### src/rtl/uart_alu_pkg.sv
// Shared types and elaboration-time helpers for the UART-to-ALU frame sequencer.
package uart_alu_pkg;

   typedef enum logic [2:0] {
      RX_A  = 3'd0,
      RX_B  = 3'd1,
      RX_OP = 3'd2,
      EXEC  = 3'd3,
      SEND  = 3'd4,
      GUARD = 3'd5
   } state_t;

   function automatic int unsigned n_bytes_of(input int unsigned nb_operand,
                                              input int unsigned nb_byte);
      return nb_operand / nb_byte;
   endfunction

   // Counter must be able to hold N_BYTES itself (GUARD compares against it).
   function automatic int unsigned cnt_width(input int unsigned n_bytes);
      return $clog2(n_bytes + 1);
   endfunction

   function automatic bit params_ok(input int unsigned nb_byte,
                                    input int unsigned nb_operand,
                                    input int unsigned nb_ops);
      return (nb_byte > 0) && (nb_operand >= nb_byte) &&
             ((nb_operand % nb_byte) == 0) && (nb_ops > 0) && (nb_ops <= nb_byte);
   endfunction

   function automatic bit timer_ok(input int unsigned cycles,
                                   input int unsigned nb_timeout);
      return (cycles > 0) && (nb_timeout > 0) && ((cycles >> nb_timeout) == 0);
   endfunction

endpackage

### src/rtl/frame_timer.sv
// Inter-byte idle timer: counts enabled cycles since the last clear and
// pulses o_expired on the TIMEOUT_CYCLES-th idle cycle.
module frame_timer
   import uart_alu_pkg::*;
#(
   parameter int unsigned TIMEOUT_CYCLES = 1000000,
   parameter int unsigned NB_TIMEOUT     = 20
) (
   input  logic i_clk,
   input  logic i_reset,
   input  logic i_clear,
   input  logic i_enable,
   output logic o_expired
);

   localparam logic [NB_TIMEOUT-1:0] LAST = NB_TIMEOUT'(TIMEOUT_CYCLES - 1);

   if (!timer_ok(TIMEOUT_CYCLES, NB_TIMEOUT)) begin : g_bad_timer_params
      $error("frame_timer: 2**NB_TIMEOUT must exceed TIMEOUT_CYCLES");
   end

   logic [NB_TIMEOUT-1:0] count;

   // A clear in the expiry cycle suppresses the pulse: the incoming byte wins.
   assign o_expired = i_enable && !i_clear && (count == LAST);

   always_ff @(posedge i_clk) begin
      if (!i_reset || i_clear || !i_enable || o_expired) begin
         count <= '0;
      end else begin
         count <= count + NB_TIMEOUT'(1);
      end
   end

endmodule

### src/rtl/uart_alu_sequencer.sv
// Assembles multi-byte A/B operands and an opcode from the UART RX stream,
// drives the ALU and returns the result LSB-first through UART TX.
module uart_alu_sequencer
   import uart_alu_pkg::*;
#(
   parameter int unsigned NB_BYTE        = 8,
   parameter int unsigned NB_OPERAND     = 16,
   parameter int unsigned NB_OPS         = 6,
   parameter int unsigned TIMEOUT_CYCLES = 1000000,
   parameter int unsigned NB_TIMEOUT     = 20
) (
   input  logic                  i_clk,
   input  logic                  i_reset,
   input  logic [NB_BYTE-1:0]    i_rx_data,
   input  logic                  i_rx_valid,
   input  logic                  i_tx_busy,
   input  logic [NB_OPERAND-1:0] i_res,
   output logic [NB_OPERAND-1:0] o_data_a,
   output logic [NB_OPERAND-1:0] o_data_b,
   output logic [NB_OPS-1:0]     o_ops,
   output logic [NB_BYTE-1:0]    o_tx_data,
   output logic                  o_tx_valid,
   output logic                  o_busy,
   output logic                  o_frame_err,
   output logic                  o_drop
);

   localparam int unsigned       N_BYTES  = n_bytes_of(NB_OPERAND, NB_BYTE);
   localparam int unsigned       NB_CNT   = cnt_width(N_BYTES);
   localparam logic [NB_CNT-1:0] CNT_LAST = NB_CNT'(N_BYTES - 1);
   localparam logic [NB_CNT-1:0] CNT_FULL = NB_CNT'(N_BYTES);

   if (!params_ok(NB_BYTE, NB_OPERAND, NB_OPS)) begin : g_bad_params
      $error("uart_alu_sequencer: illegal NB_BYTE/NB_OPERAND/NB_OPS combination");
   end

   state_t                state, state_next;
   logic [NB_CNT-1:0]     cnt, cnt_next;
   logic [NB_OPERAND-1:0] shadow_a, shadow_a_next, shadow_b, shadow_b_next;
   logic [NB_OPERAND-1:0] result, result_next;
   logic [NB_OPERAND-1:0] data_a_next, data_b_next;
   logic [NB_OPS-1:0]     ops_next;
   logic [NB_BYTE-1:0]    tx_data_next;
   logic                  tx_valid_next, frame_err_next, drop_next;
   logic                  frame_active, expired;

   assign frame_active = ((state == RX_A) && (cnt != '0)) || (state == RX_B) || (state == RX_OP);
   assign o_busy       = (state == EXEC) || (state == SEND) || (state == GUARD);

   frame_timer #(
      .TIMEOUT_CYCLES (TIMEOUT_CYCLES),
      .NB_TIMEOUT     (NB_TIMEOUT)
   ) u_frame_timer (
      .i_clk     (i_clk),
      .i_reset   (i_reset),
      .i_clear   (i_rx_valid),
      .i_enable  (frame_active),
      .o_expired (expired)
   );

   always_comb begin
      state_next     = state;
      cnt_next       = cnt;
      shadow_a_next  = shadow_a;
      shadow_b_next  = shadow_b;
      result_next    = result;
      data_a_next    = o_data_a;
      data_b_next    = o_data_b;
      ops_next       = o_ops;
      tx_data_next   = o_tx_data;
      tx_valid_next  = 1'b0;
      frame_err_next = 1'b0;
      drop_next      = 1'b0;

      case (state)
         RX_A, RX_B: begin
            if (i_rx_valid) begin
               for (int unsigned i = 0; i < N_BYTES; i++) begin
                  if (cnt == NB_CNT'(i)) begin
                     if (state == RX_A) shadow_a_next[i*NB_BYTE +: NB_BYTE] = i_rx_data;
                     else               shadow_b_next[i*NB_BYTE +: NB_BYTE] = i_rx_data;
                  end
               end
               if (cnt == CNT_LAST) begin
                  state_next = (state == RX_A) ? RX_B : RX_OP;
                  cnt_next   = '0;
               end else begin
                  cnt_next = cnt + NB_CNT'(1);
               end
            end
         end
         RX_OP: begin
            if (i_rx_valid) begin
               if ((i_rx_data >> NB_OPS) != '0) begin
                  frame_err_next = 1'b1;
                  state_next     = RX_A;
                  cnt_next       = '0;
               end else begin
                  data_a_next = shadow_a;
                  data_b_next = shadow_b;
                  ops_next    = i_rx_data[NB_OPS-1:0];
                  state_next  = EXEC;
               end
            end
         end
         EXEC: begin
            result_next = i_res;
            cnt_next    = '0;
            state_next  = SEND;
         end
         SEND: begin
            if (!i_tx_busy) begin
               tx_valid_next = 1'b1;
               tx_data_next  = result[NB_BYTE-1:0];
               result_next   = result >> NB_BYTE;
               cnt_next      = cnt + NB_CNT'(1);
               state_next    = GUARD;
            end
         end
         GUARD: begin
            if (cnt == CNT_FULL) begin
               state_next = RX_A;
               cnt_next   = '0;
            end else begin
               state_next = SEND;
            end
         end
         default: begin
            state_next = RX_A;
            cnt_next   = '0;
         end
      endcase

      if (o_busy && i_rx_valid) drop_next = 1'b1;

      // Only reachable with no byte this cycle; abandons the partial frame.
      if (expired) begin
         state_next     = RX_A;
         cnt_next       = '0;
         frame_err_next = 1'b1;
      end
   end

   always_ff @(posedge i_clk) begin
      if (!i_reset) begin
         state       <= RX_A;
         cnt         <= '0;
         shadow_a    <= '0;
         shadow_b    <= '0;
         result      <= '0;
         o_data_a    <= '0;
         o_data_b    <= '0;
         o_ops       <= '0;
         o_tx_data   <= '0;
         o_tx_valid  <= 1'b0;
         o_frame_err <= 1'b0;
         o_drop      <= 1'b0;
      end else begin
         state       <= state_next;
         cnt         <= cnt_next;
         shadow_a    <= shadow_a_next;
         shadow_b    <= shadow_b_next;
         result      <= result_next;
         o_data_a    <= data_a_next;
         o_data_b    <= data_b_next;
         o_ops       <= ops_next;
         o_tx_data   <= tx_data_next;
         o_tx_valid  <= tx_valid_next;
         o_frame_err <= frame_err_next;
         o_drop      <= drop_next;
      end
   end

endmodule

### config.mk
export PLATFORM = sky130hd
export DESIGN_NAME = uart_alu_sequencer
export DESIGN_NICKNAME = d
export VERILOG_FILES = /design/src/rtl/uart_alu_pkg.sv /design/src/rtl/frame_timer.sv /design/src/rtl/uart_alu_sequencer.sv
export SDC_FILE = /design/constraint.sdc
export NUM_CORES = 1
export LEC_CHECK = 0
export ABC_AREA = 1
export CORE_ASPECT_RATIO = 0.7
export CORE_MARGIN = 4
export CORE_UTILIZATION = 25
export DETAILED_ROUTE_END_ITERATION = 10
export PLACE_DENSITY = 0.5
export SKIP_CTS_REPAIR_TIMING = 1
export SLEW_MARGIN = 25
export SYNTH_ARGS = -nofsm -noshare
export SYNTH_HDL_FRONTEND = slang
export SYNTH_SLANG_ARGS = --single-unit
### constraint.sdc
create_clock -name i_clk -period 3 [get_ports i_clk]
set_clock_uncertainty 0.1 [all_clocks]
set_input_delay 0.75 -clock i_clk [delete_from_list [all_inputs] [get_ports i_clk]]
set_output_delay 0.75 -clock i_clk [all_outputs]
set_load 0.01 [all_outputs]
==> impl_table.tex, run 1 <==
\begin{tabular}{lr}
\hline
Metric & Value \\
\hline
\multicolumn{2}{l}{\textbf{Status}} \\
Result of the run & finished clean \\
\multicolumn{2}{l}{\textbf{Synthesis}} \\
Combinational family with the most area after synthesis & compound AO/OA/AOI/OAI gates \\
Syn avg cell area & 7.81 µm² \\
Adder-Cell Fraction of Synth Area & 1.02\% \\
Number of distinct library cells after synthesis & 30 \\
Compound-Gate Fraction of Synth Area & about a fifth \\
Share of synthesized area occupied by flip-flops and latches & 49.7\% \\
Post-synthesis instance total & 629 \\
Post-synthesis async set-or-reset flop share & 0\% \\
Fraction of synthesized area in multiplexers & 0\% \\
Netlist area before placement & 4910 µm² \\
Most common flop cell mapped by yosys & sky130\_fd\_sc\_hd\_\_dfxtp\_1 \\
Number of synthesis warnings & 0 \\
Fraction of synthesized cell area in xor and xnor cells & $\sim$1.4\% \\
Number of flops mapped to enable cells by yosys & 0 \\
Flip-flop and latch count after synthesis & 122 \\
Nets in the synthesized netlist & $\sim$660 \\
Simple logic cell fraction of the synthesized area & approximately 20\% \\
\multicolumn{2}{l}{\textbf{Flow run}} \\
Max-cap check violation count & 0 \\
\multicolumn{2}{l}{\textbf{Drt}} \\
Remaining design rule violation count & 0 \\
DR vias & 4262 \\
Wire length per cell after detailed routing & 13.2 µm \\
Met1 routed wirelength after detailed routing & 7.07 mm \\
Vias per cell & 4.33 \\
Number of nets still failing antenna checks after routing & 0 \\
Uppermost metal layer occupied by signal nets & met4 \\
WL met3 & 640 µm \\
DRT Wirelength & about 13 mm \\
TritonRoute pass-1 iters & 5 \\
Iter 0 DRT Violations & 326 \\
Met2 WL & 5.18 mm \\
\multicolumn{2}{l}{\textbf{Timing}} \\
Final setup margin & 264 ps \\
Measured slew at the worst slew-check pin & between 700 and 800 ps \\
Final worst path period need & 2740 ps \\
Pins over their slew limit & 0 \\
Final setup violation count & 0 \\
Worst slew slack as a fraction of its limit & 49.3\% \\
Number of hold violations in the final report & 0 \\
RSZ-0062 raised after global routing & no \\
Setup\_tns & 0 ps \\
Maximum clock rate & 0.366 GHz \\
Part of the cycle the worst path needs & 91.2\% \\
Worst hold slack across all endpoints & 346 ps \\
\multicolumn{2}{l}{\textbf{Final layout}} \\
Leading cell type in the layout, fill and taps excluded & sky130\_fd\_sc\_hd\_\_dfxtp\_1 \\
Antenna cells & 0 \\
Commonest cells after routing, fill and taps aside & sky130\_fd\_sc\_hd\_\_dfxtp\_1, sky130\_fd\_sc\_hd\_\_a21oi\_1, sky130\_fd\_sc\_hd\_\_clkdlybuf4s50\_1 \\
Signed area change from the synthesized netlist to the final layout & 34.3\% \\
Filler cells & 2036 \\
Post-layout instance area & 6590 µm² \\
NumNets Final & about 740 \\
Share of cells above drive strength 1 & 8.89\% \\
\multicolumn{2}{l}{\textbf{Pwr}} \\
Power density cells & 628 nW/µm² \\
VDD IR-drop max & 0.377 mV \\
Leak pwr & 2.36 nW \\
Final Power & slightly above 4 mW \\
\multicolumn{2}{l}{\textbf{Die}} \\
Cell Rows & 42 \\
Initial core utilization & between 20\% and 30\% \\
Io pins & between 70 and 80 \\
Die height & 125 µm \\
Die Wd & 176 µm \\
Die area & 22000 µm² \\
Placeable core area & between 15000 and 20000 µm² \\
\multicolumn{2}{l}{\textbf{Place}} \\
Final Wtd Congestion & 0.817 \\
IO buf count & 77 \\
Pre-CTS setup slack & about 320 ps \\
Placed Area & 5930 µm² \\
DPL Wire Length & 9.15 mm \\
\multicolumn{2}{l}{\textbf{Global route}} \\
Global-route wire length before repair & 21.4 mm \\
Overflow after GRT & 0 \\
Pin count of the biggest net entering global routing & 89 \\
Global-route usage over all layers & 12.2\% \\
Vias in the first global route & 4044 \\
Number of antenna violations at the first check in global routing & 0 \\
\multicolumn{2}{l}{\textbf{Critical path}} \\
Class of the most critical setup path & reg2out \\
Required time worst endpoint & 2150 ps \\
CP Data Arrival Time & $\sim$1900 ps \\
Sort of element at the start of the critical path & register \\
Critical path capture point type & output pin \\
Biggest fanout along the worst timing path & 9 \\
\multicolumn{2}{l}{\textbf{CTS}} \\
Insertion delay of the later-clocked pin in the worst-skew pair & 410 ps \\
TritonCTS clock tree & done \\
Number of H-tree levels & 4 \\
Number of clock sinks seen by CTS & about 120 \\
Clk pin slew, worst setup/hold paths & 60 ps \\
CTS Buf Count & 17 \\
Max Buffers Root-to-Sink & 2 \\
Clock root buffer & sky130\_fd\_sc\_hd\_\_clkbuf\_16 \\
\multicolumn{2}{l}{\textbf{Hold path}} \\
Worst hold path type & reg2reg \\
\hline
\end{tabular}
## state kept, by name, indices dropped and copies added, names as in the netlist, 3 cells and up
register             cells
o_data_a                16
o_data_b                16
o_ops                    6
o_tx_data                8
result                  16
shadow_a                16
shadow_b                16
state                    3
u_frame_timer.count     20
## kinds of logic after synthesis
kind of cell,count (synthesis)
DFF,122
buffers and inverters,98
xor gates and xnor gates,8
adders and majority gates,4
and+or+nand+nor,209
AOI/OAI and AO/OA,188
## cells in the mapped netlist, types with 4 or more instances
cell type,count,share of area (%)
sky130_fd_sc_hd__dfxtp_1,122,50
sky130_fd_sc_hd__buf_4,4,0.61
sky130_fd_sc_hd__nand2_1,74,5.7
sky130_fd_sc_hd__ha_1,4,1.0
sky130_fd_sc_hd__clkbuf_1,12,0.92
sky130_fd_sc_hd__inv_1,64,4.9
sky130_fd_sc_hd__nand4_1,4,0.51
sky130_fd_sc_hd__buf_2,8,0.82
sky130_fd_sc_hd__a21oi_1,88,9.0
sky130_fd_sc_hd__xnor2_1,4,0.71
sky130_fd_sc_hd__xor2_1,4,0.71
sky130_fd_sc_hd__inv_2,4,0.31
sky130_fd_sc_hd__o21ai_0,59,6.0
sky130_fd_sc_hd__o21ai_1,31,3.2
sky130_fd_sc_hd__buf_6,6,1.4
sky130_fd_sc_hd__nor2_1,70,5.4
sky130_fd_sc_hd__nand3_1,42,4.3
sky130_fd_sc_hd__a31oi_1,8,1.0
## layer usage
metal / global-route usage (%) / vias up
met3: 3.50 / 10
met5: 0 / -
met4: 3.99 / 0
met1: 18.4 / 1925
li1: - / 2245
met2: 16.4 / 82
## final cells by class
type / count / area (µm²) / share of cell area [%]
sequential: 122 / 2440 / 37.1
multi-input combinational: 409 / 2030 / 30.8
inverter: 68 / 255 / 3.87
timing repair buffer: 89 / 868 / 13.2
tap: 264 / 330 / 5.01
clock buffer: 17 / 425 / 6.45
clock inverter: 15 / 240 / 3.64
## critical path, cell delays in order (launching register included)
cell and delay, ps:
sky130_fd_sc_hd__dfxtp_1 550, sky130_fd_sc_hd__nand3_1 200, sky130_fd_sc_hd__nand3_1 170, sky130_fd_sc_hd__clkdlybuf4s50_1 550
## through the flow
step,cells,utilization (%)
5_1_grt,984,34.6
6_report,984,34.6
3_5_place_dp,952,31.1
4_1_cts,984,34.6
2_1_floorplan,629,-
3_3_place_gp,952,31.1
## power breakdown
part | internal, mW | switching (mW)
Sequential | 1.65 | 0.0126
Combinational | 0.0727 | 0.112
Clock | 1.49 | 0.803
Total | 3.22 | 0.927
## final timing paths
check	from	endpoint	slack [ps]	cells after the start
min	shadow_a[15]	o_data_a[15]	350	2
max	state[0]	o_busy	260	3
max reg2reg	u_frame_timer.count[0]	u_frame_timer.count[10]	1000	8
min reg2reg	shadow_a[15]	o_data_a[15]	350	2
Note: power is estimated with default switching activity, not from simulation.
==> run 2, diff against run 1 <==
--- a/config.mk
+++ b/config.mk
@@ -12,6 +12,7 @@
 export DETAILED_ROUTE_END_ITERATION = 10
 export PLACE_DENSITY = 0.5
 export SKIP_CTS_REPAIR_TIMING = 1
+export SKIP_LAST_GASP = 1
 export SLEW_MARGIN = 25
 export SYNTH_ARGS = -nofsm -noshare
 export SYNTH_HDL_FRONTEND = slang
==> results of run 2 <==
Final layout, timing and power as in run 1 (identical DEF).
